**src/rtl/bfm_apb_pkg.sv**
```systemverilog
// Shared types and constants for the BFM APB slot bridge.
// Holds the bridge state encoding, the APB response codes and a width helper.
package bfm_apb_pkg;

    typedef enum logic [1:0] {
        IDLE   = 2'd0,
        SETUP  = 2'd1,
        ACCESS = 2'd2,
        RESP   = 2'd3
    } apb_state_e;

    localparam logic OKAY   = 1'b0;
    localparam logic SLVERR = 1'b1;

    // Ceiling log2 for elaboration-time widths; clog2(1) is 0.
    function automatic int clog2(input int value);
        int result;
        result = 0;
        for (int i = 0; i < 31; i++) begin
            if ((32'd1 << i) < value) begin
                result = i + 1;
            end
        end
        return result;
    endfunction

endpackage

```
**src/rtl/bfm_apb_slot_decode.sv**
```systemverilog
// Slot field to one-hot downstream select, plus a flag telling whether the
// slot index addresses an existing downstream slave.
module bfm_apb_slot_decode #(
    parameter int NSLOTS    = 16,
    parameter int SEL_WIDTH = 4
) (
    input  logic [SEL_WIDTH-1:0] slot,
    output logic [NSLOTS-1:0]    psel_onehot,
    output logic                 mapped
);

    // One-hot decode and range check of the slot index.
    always_comb begin
        psel_onehot = {NSLOTS{1'b0}};
        for (int i = 0; i < NSLOTS; i++) begin
            psel_onehot[i] = (slot == SEL_WIDTH'(i));
        end
        mapped = (32'(slot) < 32'(NSLOTS));
    end

endmodule

```
**src/rtl/bfm_apb_slot_bridge.sv**
```systemverilog
// APB3 bridge: captures one upstream transfer, replays it on the slave chosen
// by the slot field of the address, and returns the response upstream.
module bfm_apb_slot_bridge
    import bfm_apb_pkg::*;
#(
    parameter int ADDR_WIDTH      = 32,
    parameter int DATA_WIDTH      = 32,
    parameter int NSLOTS          = 16,
    parameter int SEL_LSB         = 24,
    parameter int SEL_WIDTH       = 4,
    parameter int TIMEOUT         = 256,
    parameter int ERR_ON_UNMAPPED = 1,
    parameter int TPD             = 1
) (
    input  logic                  PCLK,
    input  logic                  PRESETN,
    input  logic                  PSEL_PM,
    input  logic [ADDR_WIDTH-1:0] PADDR_PM,
    input  logic                  PWRITE_PM,
    input  logic                  PENABLE_PM,
    input  logic [DATA_WIDTH-1:0] PWDATA_PM,
    output logic [DATA_WIDTH-1:0] PRDATA_PM,
    output logic                  PREADY_PM,
    output logic                  PSLVERR_PM,
    output logic [NSLOTS-1:0]     PSEL_SC,
    output logic [ADDR_WIDTH-1:0] PADDR_SC,
    output logic                  PWRITE_SC,
    output logic                  PENABLE_SC,
    output logic [DATA_WIDTH-1:0] PWDATA_SC,
    input  logic [DATA_WIDTH-1:0] PRDATA_SC,
    input  logic                  PREADY_SC,
    input  logic                  PSLVERR_SC,
    output logic                  BUSY,
    output logic                  TIMEOUT_EVT
);

    localparam int CNT_W = (clog2(TIMEOUT + 1) < 1) ? 1 : clog2(TIMEOUT + 1);
    localparam logic [CNT_W-1:0] CNT_LAST = CNT_W'((TIMEOUT > 0) ? (TIMEOUT - 1) : 0);
    localparam logic UNMAPPED_RESP = (ERR_ON_UNMAPPED != 0) ? SLVERR : OKAY;

    // Output delay only matters to behavioural slave models; the RTL is zero-delay.
    if (TPD < 0) begin : g_tpd_unused
    end

    apb_state_e            state_r, state_s;
    logic [CNT_W-1:0]      cnt_r;
    logic [DATA_WIDTH-1:0] rdata_r, prdata_pm_r, pwdata_sc_r;
    logic [ADDR_WIDTH-1:0] paddr_sc_r;
    logic [NSLOTS-1:0]     psel_sc_r, onehot_s;
    logic                  err_r, pready_pm_r, pslverr_pm_r, pwrite_sc_r, penable_sc_r;
    logic                  busy_r, timeout_evt_r;
    logic                  setup_s, mapped_s, done_s, tmo_s, respond_s;
    logic [SEL_WIDTH-1:0]  slot_s;

    assign slot_s    = PADDR_PM[SEL_LSB +: SEL_WIDTH];
    assign setup_s   = PSEL_PM & ~PENABLE_PM;
    assign respond_s = PSEL_PM & PENABLE_PM;
    assign done_s    = (state_r == ACCESS) & PREADY_SC;
    assign tmo_s     = (state_r == ACCESS) & ~PREADY_SC & (TIMEOUT != 0) & (cnt_r == CNT_LAST);

    bfm_apb_slot_decode #(
        .NSLOTS    (NSLOTS),
        .SEL_WIDTH (SEL_WIDTH)
    ) u_decode (
        .slot        (slot_s),
        .psel_onehot (onehot_s),
        .mapped      (mapped_s)
    );

    // Bridge state register.
    always_ff @(posedge PCLK or negedge PRESETN) begin
        if (!PRESETN) begin
            state_r <= IDLE;
        end else begin
            state_r <= state_s;
        end
    end

    // Next-state decode; unmapped slots skip the downstream phases entirely.
    always_comb begin
        state_s = state_r;
        case (state_r)
            IDLE: begin
                if (setup_s) begin
                    state_s = mapped_s ? SETUP : RESP;
                end else begin
                    state_s = IDLE;
                end
            end
            SETUP:  state_s = ACCESS;
            ACCESS: begin
                if (done_s || tmo_s) begin
                    state_s = RESP;
                end else begin
                    state_s = ACCESS;
                end
            end
            RESP:    state_s = IDLE;
            default: state_s = IDLE;
        endcase
    end

    // Registered downstream drive, watchdog and upstream response.
    always_ff @(posedge PCLK or negedge PRESETN) begin
        if (!PRESETN) begin
            psel_sc_r     <= {NSLOTS{1'b0}};
            paddr_sc_r    <= {ADDR_WIDTH{1'b0}};
            pwdata_sc_r   <= {DATA_WIDTH{1'b0}};
            pwrite_sc_r   <= 1'b0;
            penable_sc_r  <= 1'b0;
            cnt_r         <= {CNT_W{1'b0}};
            rdata_r       <= {DATA_WIDTH{1'b0}};
            err_r         <= 1'b0;
            prdata_pm_r   <= {DATA_WIDTH{1'b0}};
            pready_pm_r   <= 1'b0;
            pslverr_pm_r  <= 1'b0;
            timeout_evt_r <= 1'b0;
            busy_r        <= 1'b0;
        end else begin
            pready_pm_r   <= 1'b0;
            pslverr_pm_r  <= 1'b0;
            timeout_evt_r <= 1'b0;
            busy_r        <= (state_s != IDLE);
            case (state_r)
                IDLE: begin
                    if (setup_s && mapped_s) begin
                        psel_sc_r   <= onehot_s;
                        paddr_sc_r  <= PADDR_PM;
                        pwdata_sc_r <= PWDATA_PM;
                        pwrite_sc_r <= PWRITE_PM;
                    end else if (setup_s) begin
                        err_r   <= UNMAPPED_RESP;
                        rdata_r <= {DATA_WIDTH{1'b0}};
                    end
                end
                SETUP: begin
                    penable_sc_r <= 1'b1;
                    cnt_r        <= {CNT_W{1'b0}};
                end
                ACCESS: begin
                    if (done_s || tmo_s) begin
                        rdata_r       <= (done_s && !pwrite_sc_r) ? PRDATA_SC : {DATA_WIDTH{1'b0}};
                        err_r         <= done_s ? PSLVERR_SC : SLVERR;
                        timeout_evt_r <= tmo_s;
                        psel_sc_r     <= {NSLOTS{1'b0}};
                        paddr_sc_r    <= {ADDR_WIDTH{1'b0}};
                        pwdata_sc_r   <= {DATA_WIDTH{1'b0}};
                        pwrite_sc_r   <= 1'b0;
                        penable_sc_r  <= 1'b0;
                    end else begin
                        cnt_r <= cnt_r + CNT_W'(1'b1);
                    end
                end
                RESP: begin
                    // A master that left the access phase has aborted; drop the response.
                    if (respond_s) begin
                        pready_pm_r  <= 1'b1;
                        prdata_pm_r  <= rdata_r;
                        pslverr_pm_r <= err_r;
                    end
                end
                default: begin
                    psel_sc_r    <= {NSLOTS{1'b0}};
                    penable_sc_r <= 1'b0;
                end
            endcase
        end
    end

    assign PRDATA_PM   = prdata_pm_r;
    assign PREADY_PM   = pready_pm_r;
    assign PSLVERR_PM  = pslverr_pm_r;
    assign PSEL_SC     = psel_sc_r;
    assign PADDR_SC    = paddr_sc_r;
    assign PWRITE_SC   = pwrite_sc_r;
    assign PENABLE_SC  = penable_sc_r;
    assign PWDATA_SC   = pwdata_sc_r;
    assign BUSY        = busy_r;
    assign TIMEOUT_EVT = timeout_evt_r;

endmodule

```
**config.mk**
```make
export PLATFORM = sky130hd
export DESIGN_NAME = bfm_apb_slot_bridge
export DESIGN_NICKNAME = d
export VERILOG_FILES = /design/src/rtl/bfm_apb_pkg.sv /design/src/rtl/bfm_apb_slot_decode.sv /design/src/rtl/bfm_apb_slot_bridge.sv
export SDC_FILE = /design/constraint.sdc
export NUM_CORES = 1
export LEC_CHECK = 0
export BUFFER_PORTS_ARGS = -buffer_cell sky130_fd_sc_hd__buf_2
export CAP_MARGIN = 10
export CORE_MARGIN = 2
export CORE_UTILIZATION = 49
export CTS_BUF_LIST = sky130_fd_sc_hd__clkbuf_8
export CTS_CLUSTER_SIZE = 24
export DETAILED_ROUTE_END_ITERATION = 10
export MAX_ROUTING_LAYER = met4
export PLACE_DENSITY = 0.79
export SLEW_MARGIN = 20
export SYNTH_ARGS = -nofsm -noshare
export SYNTH_HDL_FRONTEND = slang
export SYNTH_SLANG_ARGS = --single-unit
```
**constraint.sdc**
```tcl
create_clock -name PCLK -period 3 [get_ports PCLK]
set_clock_uncertainty 0.2 [all_clocks]
set_input_delay 0.45 -clock PCLK [delete_from_list [all_inputs] [get_ports PCLK]]
set_output_delay 0.45 -clock PCLK [all_outputs]
set_load 0.03 [all_outputs]
```
==> results.json <==
{
  "fin_area_sq_um": 8730,
  "h-tree-depth": 4,
  "hold_path_depth": 2,
  "post_synth_xor_area_fraction_pct": 0.259,
  "status": "completed",
  "port_buffers": 220,
  "start_kind": "register",
  "synth-compound-area-share_pct": 5.12,
  "initial_core_util_pct": 50.7,
  "drt_wl_total_mm": 15.5,
  "min_to": "rdata_r[8]",
  "wl_per_cell_um": 16.9,
  "synth_area_sq_um": 6770,
  "grt-ovfl-total": 0,
  "cts_buffer_depth": 2,
  "cp_cell_sequence": "and4_1 -> and4_1 -> ha_1 -> nor3b_4 -> a211oi_4 -> buf_4 -> mux2_2",
  "ys_seq_elements": 162,
  "post-cts-setup-buffers": 0,
  "final_max_slew_viol_count": 0,
  "synth_area_leaders": "dfrtp_1, mux2_2, nor2b_1",
  "p_leak_uw": 0.00455,
  "antenna_found_initial": 2,
  "synthMuxAreaShare_pct": 19.8,
  "synth.distinct_cells": 37,
  "gp_congestion": 0.812,
  "netlist_instances": 486,
  "cpPeakStageDelay_ns": 0.42,
  "grt_start_max_net_pins": 69,
  "cp_slowest_cell": "dfrtp_1",
  "min_period_ns": 2.67,
  "critPathKind": "register to register",
  "vias": 4738,
  "hold_viol_final": 0,
  "dr.pass1.iters": 4,
  "crit_top_cell": "and4_1",
  "place_area_sq_um": 8090,
  "track_usage_pct": 22.0,
  "hp-start": "PRDATA_SC[8]",
  "io_pins": 221,
  "r2r-start": "cnt_r[2]",
  "die_area_sq_um": 14800,
  "cap_violations": 0,
  "drive_gt1_share_pct": 50.7,
  "cts_inserted_buffers": 17,
  "synth_top_family_by_area": "multiplexers",
  "synth_area_per_cell_sq_um": 13.9,
  "path_max_fanout": 19,
  "yosys_warnings": 0,
  "coreArea_sq_um": 13300,
  "cp.arrival_ns": 2.80,
  "area_delta_synth_final_pct": 28.9,
  "hp-class": "primary input to register",
  "ys_seq_area_share_pct": 59.9,
  "synthSimpleGateAreaFrac_pct": 10.8,
  "nets": 839,
  "max_freq_mhz": 375,
  "cp-end-kind": "register",
  "synth_fa_ha_area_share_pct": 1.29,
  "ir_drop_uv": 585,
  "dieHeight_um": 122,
  "r2r_end": "PADDR_SC[2]",
  "postRouteAntennaNets": 0,
  "rows": 42,
  "clkTransAtPathRegs_ns": 0.08,
  "clkLatencyLatePin_ns": 0.44,
  "synth_top_area_share_pct": 59.9,
  "fin_tns_setup_ns": 0,
  "grt_pass1_vias": 5028,
  "worst_slew_pin_slew_ns": 0.627,
  "rrSetupSlack_ns": 0.33,
  "tritoncts": "built",
  "rr_worst_depth": 7,
  "drc_errors": 0,
  "cellPowerDensity_nw_per_um2": 1160,
  "setup_viol": 0,
  "required_ns": 3.13,
  "cts_root_buf": "clkbuf_8",
  "grt_setup_unrepaired": "false",
  "slew_headroom_pct": 58.2,
  "synth_fp_nets": 596,
  "fp.dieW_um": 122,
  "first_iter_violations": 179,
  "cts_num_sinks": 162,
  "yosys.area.top_type": "dfrtp_1",
  "fin_crit_sh_pct": 89.0,
  "hpwl_mm": 11.1,
  "drt-vias-per-instance": 5.15,
  "grt_pass1_wl_mm": 24.5
}
[kinds of logic (layout without fill, tap and decap cells)]
group,after synthesis,after routing
AND/OR/NAND/NOR,121,121
multiplexers,120,120
buffers and inverters,34,290
XOR/XNOR,2,2
other,0,2
flip-flops,162,162
AO/OA/AOI/OAI,40,40
adder cells (fa/ha/maj),7,7
[power breakdown]
part	switching (uW)	total (uW)	internal, uW
Clock	784	1730	950
Sequential	494	3610	3120
Combinational	2790	4740	1950
Total	4070	10100	6020
[flip-flops by register name (all words and copies together) (netlist names)]
| register | flops |
|---|---|
| PADDR_SC | 32 |
| PRDATA_PM | 32 |
| PWDATA_SC | 32 |
| rdata_r | 32 |
| PSEL_SC | 16 |
| cnt_r | 9 |
| state_r | 2 |
| BUSY | 1 |
| PENABLE_SC | 1 |
| PREADY_PM | 1 |
| PSLVERR_PM | 1 |
| PWRITE_SC | 1 |
| TIMEOUT_EVT | 1 |
| err_r | 1 |
[area by class of cell]
| class | count | area (sq um) |
|---|---|---|
| Clock buffer | 19 | 262 |
| Sequential cell | 162 | 4050 |
| Fill cell | 1017 | 4620 |
| Timing Repair Buffer | 252 | 1450 |
| Inverter | 6 | 22.5 |
| Tap cell | 176 | 220 |
| Multi-Input combinational cell | 290 | 2530 |
| Clock inverter | 13 | 184 |
| Antenna cell | 2 | 5.00 |
[worst max-delay path, delay by kind of cell (launching register included)]
kind | cells | cell delay [ns]
adder cells (fa/ha/maj) | 1 | 0.30
multiplexers | 1 | 0.37
AND/OR/NAND/NOR | 3 | 0.56
AO/OA/AOI/OAI | 1 | 0.38
buffers and inverters | 1 | 0.33
flip-flops | 1 | 0.42
[layer usage]
| metal | up-vias | global-route usage [%] | routed length (um) |
|---|---|---|---|
| li1 | 2168 | - | - |
| met1 | 2358 | 26.5 | 6540 |
| met2 | 189 | 35.9 | 7470 |
| met3 | 23 | 6.04 | 1210 |
| met4 | 0 | 7.54 | 299 |
| met5 | - | - | 0 |
[worst max path at each step]
stage	start	end	slack, ns	cells past startpoint
6_report	cnt_r[2]	PADDR_SC[2]	0.33	7
5_1_grt	cnt_r[2]	PADDR_SC[22]	0.15	7
4_1_cts	cnt_r[2]	PADDR_SC[22]	0.32	7
3_5_place_dp	cnt_r[2]	PADDR_SC[2]	0.34	7
3_3_place_gp	cnt_r[2]	PADDR_SC[17]	0.45	7
2_1_floorplan	cnt_r[2]	PADDR_SC[0]	0.57	7
[synthesized netlist by cell type]
cell type / number
nor2_1: 11
o211ai_1: 1
buf_6: 8
nand4_1: 1
buf_2: 2
nor2b_1: 70
and2_1: 2
a22o_1: 33
buf_1: 5
xnor2_1: 1
or2_2: 1
nor3_1: 2
and3b_1: 1
nand2b_1: 7
o21ai_1: 1
a21oi_1: 1
nand3_1: 4
o21ai_0: 1
a21o_1: 1
mux2_1: 8
dfrtp_1: 162
xor2_1: 1
nand2_1: 9
and4_1: 2
ha_1: 7
nor3b_1: 5
mux2i_1: 7
mux2_2: 105
nand4bb_1: 1
o31ai_1: 1
a211oi_4: 1
clkbuf_1: 13
inv_1: 6
and3_1: 2
or3_1: 1
nand3b_1: 1
nor3b_4: 1
[layout by cell type, fill, tap and decap left out, drive strengths merged, types with 2 or more instances in the layout]
master       count
nor2            11
dlygate4sd3     19
clkbuf          19
nand2b           7
bufinv           4
nand3            4
ha               7
diode            2
nand2            9
nor3             2
dfrtp          162
and4             2
and2             2
a22o            33
and3             2
o21ai            2
nor2b           70
mux2           113
clkinv           6
inv              6
buf            233
nor3b            6
clkinvlp         3
mux2i            7
[stage by stage]
stage	total power [uW]	util [%]	setup WS, ns	hold slack, ns	cells
CTS	10200	65.3	0.320	0.000529	917
floorplan	7110	-	0.573	-0.0456	486
detailed placement	8410	60.6	0.338	0.267	867
finish	10100	65.4	0.330	0.0273	920
global route	10700	65.4	0.147	0.00565	920
global placement	8200	60.6	0.454	0.260	867
[repair_timing]
action / 4_1_cts / 5_1_grt
hold endpoints to repair: 82 / 1
gates resized for setup: 0 / 0
hold buffers: 18 / 1
No activity file was read; power rests on OpenSTA's default activity.
